**src/rtl/serial_subtractor_pkg.sv**
```systemverilog
// Shared definitions for the bit-serial subtractor: FSM state encoding,
// default operand width and the bit-counter width helper.
package serial_subtractor_pkg;

   localparam int unsigned DEFAULT_WIDTH = 4;

   localparam logic [1:0] IDLE = 2'd0;
   localparam logic [1:0] RUN  = 2'd1;
   localparam logic [1:0] DONE = 2'd2;

   typedef enum logic [1:0] {
      StIdle = IDLE,
      StRun  = RUN,
      StDone = DONE
   } state_e;

   // Counter only has to reach WIDTH-1; keep at least one bit for WIDTH=2.
   function automatic int unsigned cnt_width(input int unsigned width);
      return (width <= 2) ? 1 : $clog2(width);
   endfunction

endpackage

```
**src/rtl/serial_subtractor_if.sv**
```systemverilog
// Handshake/operand bundle between a controller and the serial subtractor.
//   start, in1, in2, borrow_in : request and operands (controller -> subtractor)
//   busy, done                 : status (subtractor -> controller)
//   diff, borrow_out, overflow : registered result (subtractor -> controller)
interface serial_subtractor_if import serial_subtractor_pkg::*; #(
   parameter int unsigned WIDTH = DEFAULT_WIDTH
);

   logic             start;
   logic [WIDTH-1:0] in1;
   logic [WIDTH-1:0] in2;
   logic             borrow_in;
   logic             busy;
   logic             done;
   logic [WIDTH-1:0] diff;
   logic             borrow_out;
   logic             overflow;

   modport master (
      output start, in1, in2, borrow_in,
      input  busy, done, diff, borrow_out, overflow
   );

   modport slave (
      input  start, in1, in2, borrow_in,
      output busy, done, diff, borrow_out, overflow
   );

endinterface

```
**src/rtl/serial_subtractor_full_subtractor_cell.sv**
```systemverilog
// One-bit full subtractor: d = a - b - bin, with borrow out.
//   a, b, bin : minuend bit, subtrahend bit, borrow in
//   d, bout   : difference bit, borrow out
module full_subtractor_cell (
   input  logic a,
   input  logic b,
   input  logic bin,
   output logic d,
   output logic bout
);

   assign d    = a ^ b ^ bin;
   assign bout = (~a & b) | (~(a ^ b) & bin);

endmodule

```
**src/rtl/serial_subtractor.sv**
```systemverilog
// Bit-serial subtractor: diff = in1 - in2 - borrow_in, one bit per clock,
// LSB first, through a single reused full-subtractor cell.
//   clk : rising-edge clock
//   rst : asynchronous, active-high reset
//   bus : slave side of serial_subtractor_if (start/operands in,
//         busy/done/diff/borrow_out/overflow out)
module serial_subtractor import serial_subtractor_pkg::*; #(
   parameter int unsigned WIDTH = DEFAULT_WIDTH
) (
   input logic                clk,
   input logic                rst,
   serial_subtractor_if.slave bus
);

   localparam int unsigned CntW = cnt_width(WIDTH);

   state_e           state_q, state_d;
   logic [WIDTH-1:0] a_q, b_q, work_q, work_d, diff_q;
   logic             br_q, borrow_out_q, overflow_q;
   logic [CntW-1:0]  cnt_q;
   logic             cell_d, cell_bout;
   logic             load, last;

   full_subtractor_cell u_cell (
      .a    (a_q[0]),
      .b    (b_q[0]),
      .bin  (br_q),
      .d    (cell_d),
      .bout (cell_bout)
   );

   // Operands are accepted from both IDLE and DONE, giving back-to-back issue.
   assign load   = (state_q != StRun) && bus.start;
   assign last   = (state_q == StRun) && (cnt_q == CntW'(WIDTH - 1));
   assign work_d = {cell_d, work_q[WIDTH-1:1]};

   always_ff @(posedge clk or posedge rst) begin
      if (rst) begin
         state_q <= StIdle;
      end else begin
         state_q <= state_d;
      end
   end

   always_comb begin
      state_d = state_q;
      unique case (state_q)
         StIdle:  if (bus.start) state_d = StRun;
         StRun:   if (last) state_d = StDone;
         StDone:  state_d = bus.start ? StRun : StIdle;
         default: state_d = StIdle;
      endcase
   end

   always_ff @(posedge clk or posedge rst) begin
      if (rst) begin
         a_q          <= '0;
         b_q          <= '0;
         br_q         <= 1'b0;
         work_q       <= '0;
         cnt_q        <= '0;
         diff_q       <= '0;
         borrow_out_q <= 1'b0;
         overflow_q   <= 1'b0;
      end else if (load) begin
         a_q   <= bus.in1;
         b_q   <= bus.in2;
         br_q  <= bus.borrow_in;
         cnt_q <= '0;
      end else if (state_q == StRun) begin
         a_q    <= a_q >> 1;
         b_q    <= b_q >> 1;
         br_q   <= cell_bout;
         work_q <= work_d;
         cnt_q  <= cnt_q + CntW'(1);
         // Results are published only once the MSB has been processed.
         if (last) begin
            diff_q       <= work_d;
            borrow_out_q <= cell_bout;
            overflow_q   <= br_q ^ cell_bout;
         end
      end
   end

   assign bus.busy       = (state_q == StRun);
   assign bus.done       = (state_q == StDone);
   assign bus.diff       = diff_q;
   assign bus.borrow_out = borrow_out_q;
   assign bus.overflow   = overflow_q;

endmodule
```
**src/flat_wrapper.sv**
```systemverilog
// flat-port wrapper written by rule: the top's interface ports become plain ports
module serial_subtractor_flat import serial_subtractor_pkg::*;
#(
   parameter int unsigned WIDTH = DEFAULT_WIDTH
)
  (clk, rst, bus_start, bus_in1, bus_in2, bus_borrow_in, bus_busy, bus_done, bus_diff, bus_borrow_out, bus_overflow);
  serial_subtractor_if #(.WIDTH(WIDTH)) bus_i ();
  input logic clk;
  input logic rst;
  input wire logic [$bits(bus_i.start)-1:0] bus_start;
  input wire logic [$bits(bus_i.in1)-1:0] bus_in1;
  input wire logic [$bits(bus_i.in2)-1:0] bus_in2;
  input wire logic [$bits(bus_i.borrow_in)-1:0] bus_borrow_in;
  output wire logic [$bits(bus_i.busy)-1:0] bus_busy;
  output wire logic [$bits(bus_i.done)-1:0] bus_done;
  output wire logic [$bits(bus_i.diff)-1:0] bus_diff;
  output wire logic [$bits(bus_i.borrow_out)-1:0] bus_borrow_out;
  output wire logic [$bits(bus_i.overflow)-1:0] bus_overflow;
  assign bus_i.start = bus_start;
  assign bus_i.in1 = bus_in1;
  assign bus_i.in2 = bus_in2;
  assign bus_i.borrow_in = bus_borrow_in;
  assign bus_busy = bus_i.busy;
  assign bus_done = bus_i.done;
  assign bus_diff = bus_i.diff;
  assign bus_borrow_out = bus_i.borrow_out;
  assign bus_overflow = bus_i.overflow;
  serial_subtractor #(.WIDTH(WIDTH)) u_core (.clk(clk), .rst(rst), .bus(bus_i));
endmodule
```
**config.mk**
```make
export PLATFORM = sky130hd
export DESIGN_NAME = serial_subtractor_flat
export DESIGN_NICKNAME = d
export VERILOG_FILES = /design/src/rtl/serial_subtractor_pkg.sv /design/src/rtl/serial_subtractor_if.sv /design/src/rtl/serial_subtractor_full_subtractor_cell.sv /design/src/rtl/serial_subtractor.sv /design/src/flat_wrapper.sv
export SDC_FILE = /design/constraint.sdc
export NUM_CORES = 1
export LEC_CHECK = 0
export BUFFER_PORTS_ARGS = -buffer_cell sky130_fd_sc_hd__buf_2
export CORE_UTILIZATION = 35
export DETAILED_ROUTE_END_ITERATION = 12
export GPL_ROUTABILITY_DRIVEN = 0
export SLEW_MARGIN = 10
export SYNTH_ARGS = -nofsm -noshare
export SYNTH_HDL_FRONTEND = slang
export SYNTH_HIERARCHICAL = 1
export SYNTH_SLANG_ARGS = --single-unit
export TNS_END_PERCENT = 10
```
**constraint.sdc**
```tcl
create_clock -name clk -period 2.93 [get_ports clk]
set_input_delay 0.4395 -clock clk [delete_from_list [all_inputs] [get_ports clk]]
set_output_delay 0.4395 -clock clk [all_outputs]
set_load 0.01 [all_outputs]
```
After elaboration in Yosys (flattened, before gate mapping) --
Cells that the tools add are included.
Storage, ports and cells: output and inout port bits 8, flip-flop bits (word level) 23, word-level logic and storage cells 44, bits of input ports 12
Operators by class: mux-type cells 12, reduce and logical (&&, ||, !) cells 7, add/sub/neg operators 1, bitwise gates (word level) 9, equal/unequal tests 6
Operators by type and width (number):
- 4-bit 2-to-1 mux | 4
- 2-bit 2-to-1 mux | 4
- 2-bit one-hot mux with 3 select lines | 1
- 2-bit equality test (second input constant) | 2
- 2-bit by 1-bit inequality test with 1-bit output (second input constant) | 2
- 2-bit AND reduction | 2
- 1-bit 2-to-1 mux | 3
- 1-bit NOT | 3
- 3-bit AND reduction | 1
- 1-bit XOR | 3
- 2-bit by 1-bit adder with 2-bit output (second input constant) | 1
- 1-bit AND | 2
- 2-bit by 1-bit equality test with 1-bit output (second input constant) | 1
- 1-bit logical AND | 2
- 2-bit logical NOT | 1
- 2-bit inequality test (second input constant) | 1
- 2-bit nonzero test | 1
- 1-bit bitwise OR | 1

Depth between registers and ports, before layout --
word-level depth 6, depth in mapped cells 5, mapped depth without buffers 5

Modules after synthesis --
The synthesis kept the hierarchy.
By module, submodules not included:
- serial_subtractor | area each 1002.2 um^2, sequential area each 550.5 um^2, cells an instance 65, times used 1
- full_subtractor_cell | area each 31.3 um^2, sequential area each 0.0 um^2, cells an instance 4, times used 1

Least setup slack after synthesis --
OpenSTA, ideal clock, no wires.
path kind register -> register, start point register u_core.a_q[0], end point register u_core.overflow_q (netlist: u_core/bus.overflow), path slack 1.614 ns, period minus slack after synthesis 1.316 ns, data required time 2.802 ns, path buffers 0, setup time 0.128 ns, stages on the path, launching flop included 5, arrival 1.189 ns, cells stage by stage dfrtp_1 -> fa_1 -> inv_1 -> xor2_1 -> mux2_1
Between the ends: word-level cells in the longest chain between the ends 5, elaborated cells on any way between the ends 7, classes of those cells bitwise: 7
RTL lines:
- start: declaration | line serial_subtractor.sv:18 | logic [WIDTH-1:0] a_q, b_q, work_q, work_d, diff_q;
- start signal: assignment | line serial_subtractor.sv:66 | a_q <= bus.in1;
- start signal: assignment | line serial_subtractor.sv:71 | a_q <= a_q >> 1;
- 1-bit XOR | line serial_subtractor_full_subtractor_cell.sv:13 | assign bout = (~a & b) | (~(a ^ b) & bin);
- 1-bit NOT | line serial_subtractor_full_subtractor_cell.sv:13
- 1-bit AND | line serial_subtractor_full_subtractor_cell.sv:13
- 1-bit bitwise OR (*) | line serial_subtractor_full_subtractor_cell.sv:13
- named net u_core.cell_bout | line serial_subtractor.sv:21 | logic cell_d, cell_bout;
- 1-bit XOR (*) | line serial_subtractor.sv:80 | overflow_q <= br_q ^ cell_bout;
- end signal: assignment | line serial_subtractor.sv:80
- end: declaration | line serial_subtractor.sv:19 | logic br_q, borrow_out_q, overflow_q;
The timed path passes the listed nets; every way through them passes the cells marked *. A chain may end at the register's enable or synchronous reset.

Worst setup path after layout --
start point register u_core.state_q[0], end point output bus_busy
Between the ends: word-level cells in the longest chain between the ends 1
RTL lines:
- start: declaration | line serial_subtractor.sv:17 | state_e state_q, state_d;
- start signal: assignment | line serial_subtractor.sv:39 | state_q <= StIdle;
- start signal: assignment | line serial_subtractor.sv:41 | state_q <= state_d;
- 2-bit by 1-bit equality test with 1-bit output | line serial_subtractor.sv:85 | assign bus.busy = (state_q == StRun);
- end: declaration | line flat_wrapper.sv:14 | output wire logic [$bits(bus_i.busy)-1:0] bus_busy;
No other way between the ends.

==> impl_metrics.py <==
metrics = {
    "flow_run": {
        "drv_cap": 0,
    },
    "global_routing": {
        "grt_pass1_vias": 572,
        "grt-ovfl-total": 0,
        "grt_usage": 0.119,
        "grt_pass1_wl_um": 2860,
        "antenna_found_initial": 0,
        "grt_max_degree": 23,
    },
    "clocking": {
        "cts_max_level": 1,
        "clock_latency_ps": 300,
        "clockBufferDepth": 2,
        "post_cts_resized": 0,
        "cts_hold_buf": 0,
        "clk_pin_slew_ps": 120,
        "cts_tree": "yes",
        "cts_sinks": 22,
        "cts_buffers": 3,
        "post_cts_buffers": 0,
        "root_buffer": "clkbuf_4",
    },
    "timing": {
        "finalHoldViolations": 0,
        "slew_viol_final": 0,
        "finClkSkew_ps": 1.03,
        "fmax_mhz": 486,
        "finalSetupViolCount": 0,
        "final.period_utilization": 0.702,
        "fin_tns_setup_ps": 0,
        "rsz0062_at_grt": "no",
        "worstMarginPinSlew_ps": 841,
        "period_minus_slack_ps": 2060,
        "relSlewSlack": 0.439,
    },
    "drt": {
        "first_iter_violations": 1,
        "vias_per_cell": 4.73,
        "drcViolationCount": 0,
        "detail_route.wl_per_cell_um": 13.6,
        "firstDrtPassIters": 3,
        "vias": 572,
        "antenna_left": 0,
        "routed_wl_um": 1650,
    },
    "yosys": {
        "synth_seq_cells": 22,
        "yosysSeqAreaShare": 0.533,
        "synth_compound_area_frac": 0.00605,
        "synth.distinct_cells": 19,
        "synth-xor-area-share": 0.00847,
        "avgSynthCellArea_sq_um": 15.0,
        "synthCells": 69,
        "synth_mux_area_frac": 0.331,
        "synthSimpleGateAreaFrac": 0.0472,
        "synth_top_family_by_area": "multiplexers",
        "yosys_warnings": 6,
        "syn_area_sq_mm": 0.00103,
        "synthesis.nets": 83,
        "synthAdderAreaFrac": 0.0315,
    },
    "die": {
        "dieHeight_um": 56.3,
        "die_area_sq_mm": 0.00317,
        "core.rowCount": 19,
        "core_sq_mm": 0.00278,
        "io_pins": 20,
        "dieWidth_um": 56.3,
        "start_util": 0.372,
    },
    "placed_design": {
        "place_area_sq_mm": 0.00115,
        "portBuffers": 19,
        "place_inst": 117,
        "dp_hpwl_um": 1200,
    },
    "setup_path": {
        "cp_data_required_time_ps": 2490,
        "worstSetupStartpointType": "register",
        "r2r-start": "u_core/state_q[0]$_DFFE_PP0P_",
        "r2r_end": "u_core/work_q[1]$_DFFE_PP0P_",
        "critical_path_arrival_ps": 1620,
        "worst_r2r_path_depth": 3,
        "rrSetupSlack_ps": 1340,
        "cp-end-kind": "output pin",
        "criticalPathCategory": "reg2out",
        "crit_fanout": 11,
    },
    "worst_hold_path": {
        "hold_class": "in2async",
    },
    "pwr": {
        "pwr_density_cell_mw_per_mm2": 1030,
        "p_leak_nw": 0.612,
        "max-vdd-ir-drop_mv": 0.452,
    },
    "layout": {
        "final_cells": 121,
        "final_common_cell": "dfrtp_1",
        "layout_common_cells": "22 x dfrtp_1, 19 x buf_2, 11 x mux2_4, 11 x mux2_1, 6 x inv_1",
        "n_fill_cell": 260,
        "num_antenna_cells": 0,
        "syn2layout_area_growth_pct": 14.6,
        "fin_nets": 105,
        "drive_above_1_share": 0.444,
        "final_area_sq_mm": 0.00118,
    },
    "outcome": {
        "status": "completed",
    },
}
## final cells by class
cell class | count | area (sq um) | area share
clock buffers | 4 | 36.3 | 0.0306
repair buffers | 19 | 95.1 | 0.0803
inverters | 7 | 26.3 | 0.0222
well taps | 31 | 38.8 | 0.0327
multi-input cells | 38 | 438 | 0.370
flip-flops and latches | 22 | 551 | 0.465
## power breakdown
part	total (mW)	switching, mW	internal [mW]
sequential	0.535	0.0873	0.448
clock	0.165	0.0895	0.0757
combinational	0.519	0.227	0.293
total	1.22	0.403	0.816
## how the worst max path moves through the flow
stage | slack [ps] | endpoint | from
floorplan | 1610 | u_core/bus.overflow$_DFFE_PP0P_ | u_core/a_q[0]$_DFFE_PP0P_
global placement | 1270 | bus_busy | u_core/state_q[0]$_DFFE_PP0P_
detailed placement | 1210 | bus_busy | u_core/state_q[0]$_DFFE_PP0P_
CTS | 850 | bus_busy | u_core/state_q[0]$_DFFE_PP0P_
global route | 760 | bus_busy | u_core/state_q[0]$_DFFE_PP0P_
finish | 870 | bus_busy | u_core/state_q[0]$_DFFE_PP0P_
## through the flow
stage	util	hold slack (ps)	worst slack [ps]	power [mW]
global placement	0.413	468	1270	1.06
finish	0.426	282	872	1.22
CTS	0.426	309	849	1.24
floorplan	-	429	1610	0.928
global route	0.426	346	764	1.32
detailed placement	0.413	480	1210	1.08
## layer usage
layer	GRT usage	vias to the layer above	wire (um)
met5	0	-	0
met4	0.0523	0	13
met3	0.0207	2	43
met2	0.173	6	767
met1	0.173	289	823
li1	-	275	-
## critical path, cell delays in order (launching register included)
cell,delay (ps)
dfrtp_1,430
nand2b_1,510
inv_2,180
buf_2,190
## synthesized netlist by cell type
| master | count | share of area |
|---|---|---|
| dfrtp_1 | 22 | 0.53 |
| nor2b_1 | 1 | 0.0061 |
| buf_4 | 1 | 0.0073 |
| buf_6 | 1 | 0.011 |
| and2b_2 | 1 | 0.0085 |
| nand2b_1 | 1 | 0.0061 |
| mux2_1 | 11 | 0.12 |
| mux2_2 | 2 | 0.022 |
| xor2_1 | 1 | 0.0085 |
| ha_1 | 1 | 0.012 |
| o22ai_1 | 1 | 0.0061 |
| mux2_4 | 11 | 0.16 |
| fa_1 | 1 | 0.019 |
| nand2b_2 | 1 | 0.0085 |
| nor2_1 | 2 | 0.0073 |
| nand3b_2 | 1 | 0.011 |
| mux2i_1 | 3 | 0.029 |
| inv_2 | 1 | 0.0036 |
| inv_1 | 6 | 0.022 |
## flip-flops by register name, indices dropped and copies added, names as in the netlist
register,count
u_core/bus.overflow,1
u_core/cnt_q,2
u_core/a_q,4
u_core/work_q,3
u_core/br_q,1
u_core/bus.borrow_out,1
u_core/bus.diff,4
u_core/state_q,2
u_core/b_q,4
## cell families after synthesis
kind of cell | Yosys count
adders and majority gates | 2
xor gates and xnor gates | 1
buffers and inverters | 9
muxes | 27
DFF | 22
and+or+nand+nor | 7
AOI/OAI and AO/OA | 1
Note: power is estimated with default switching activity, not from simulation.
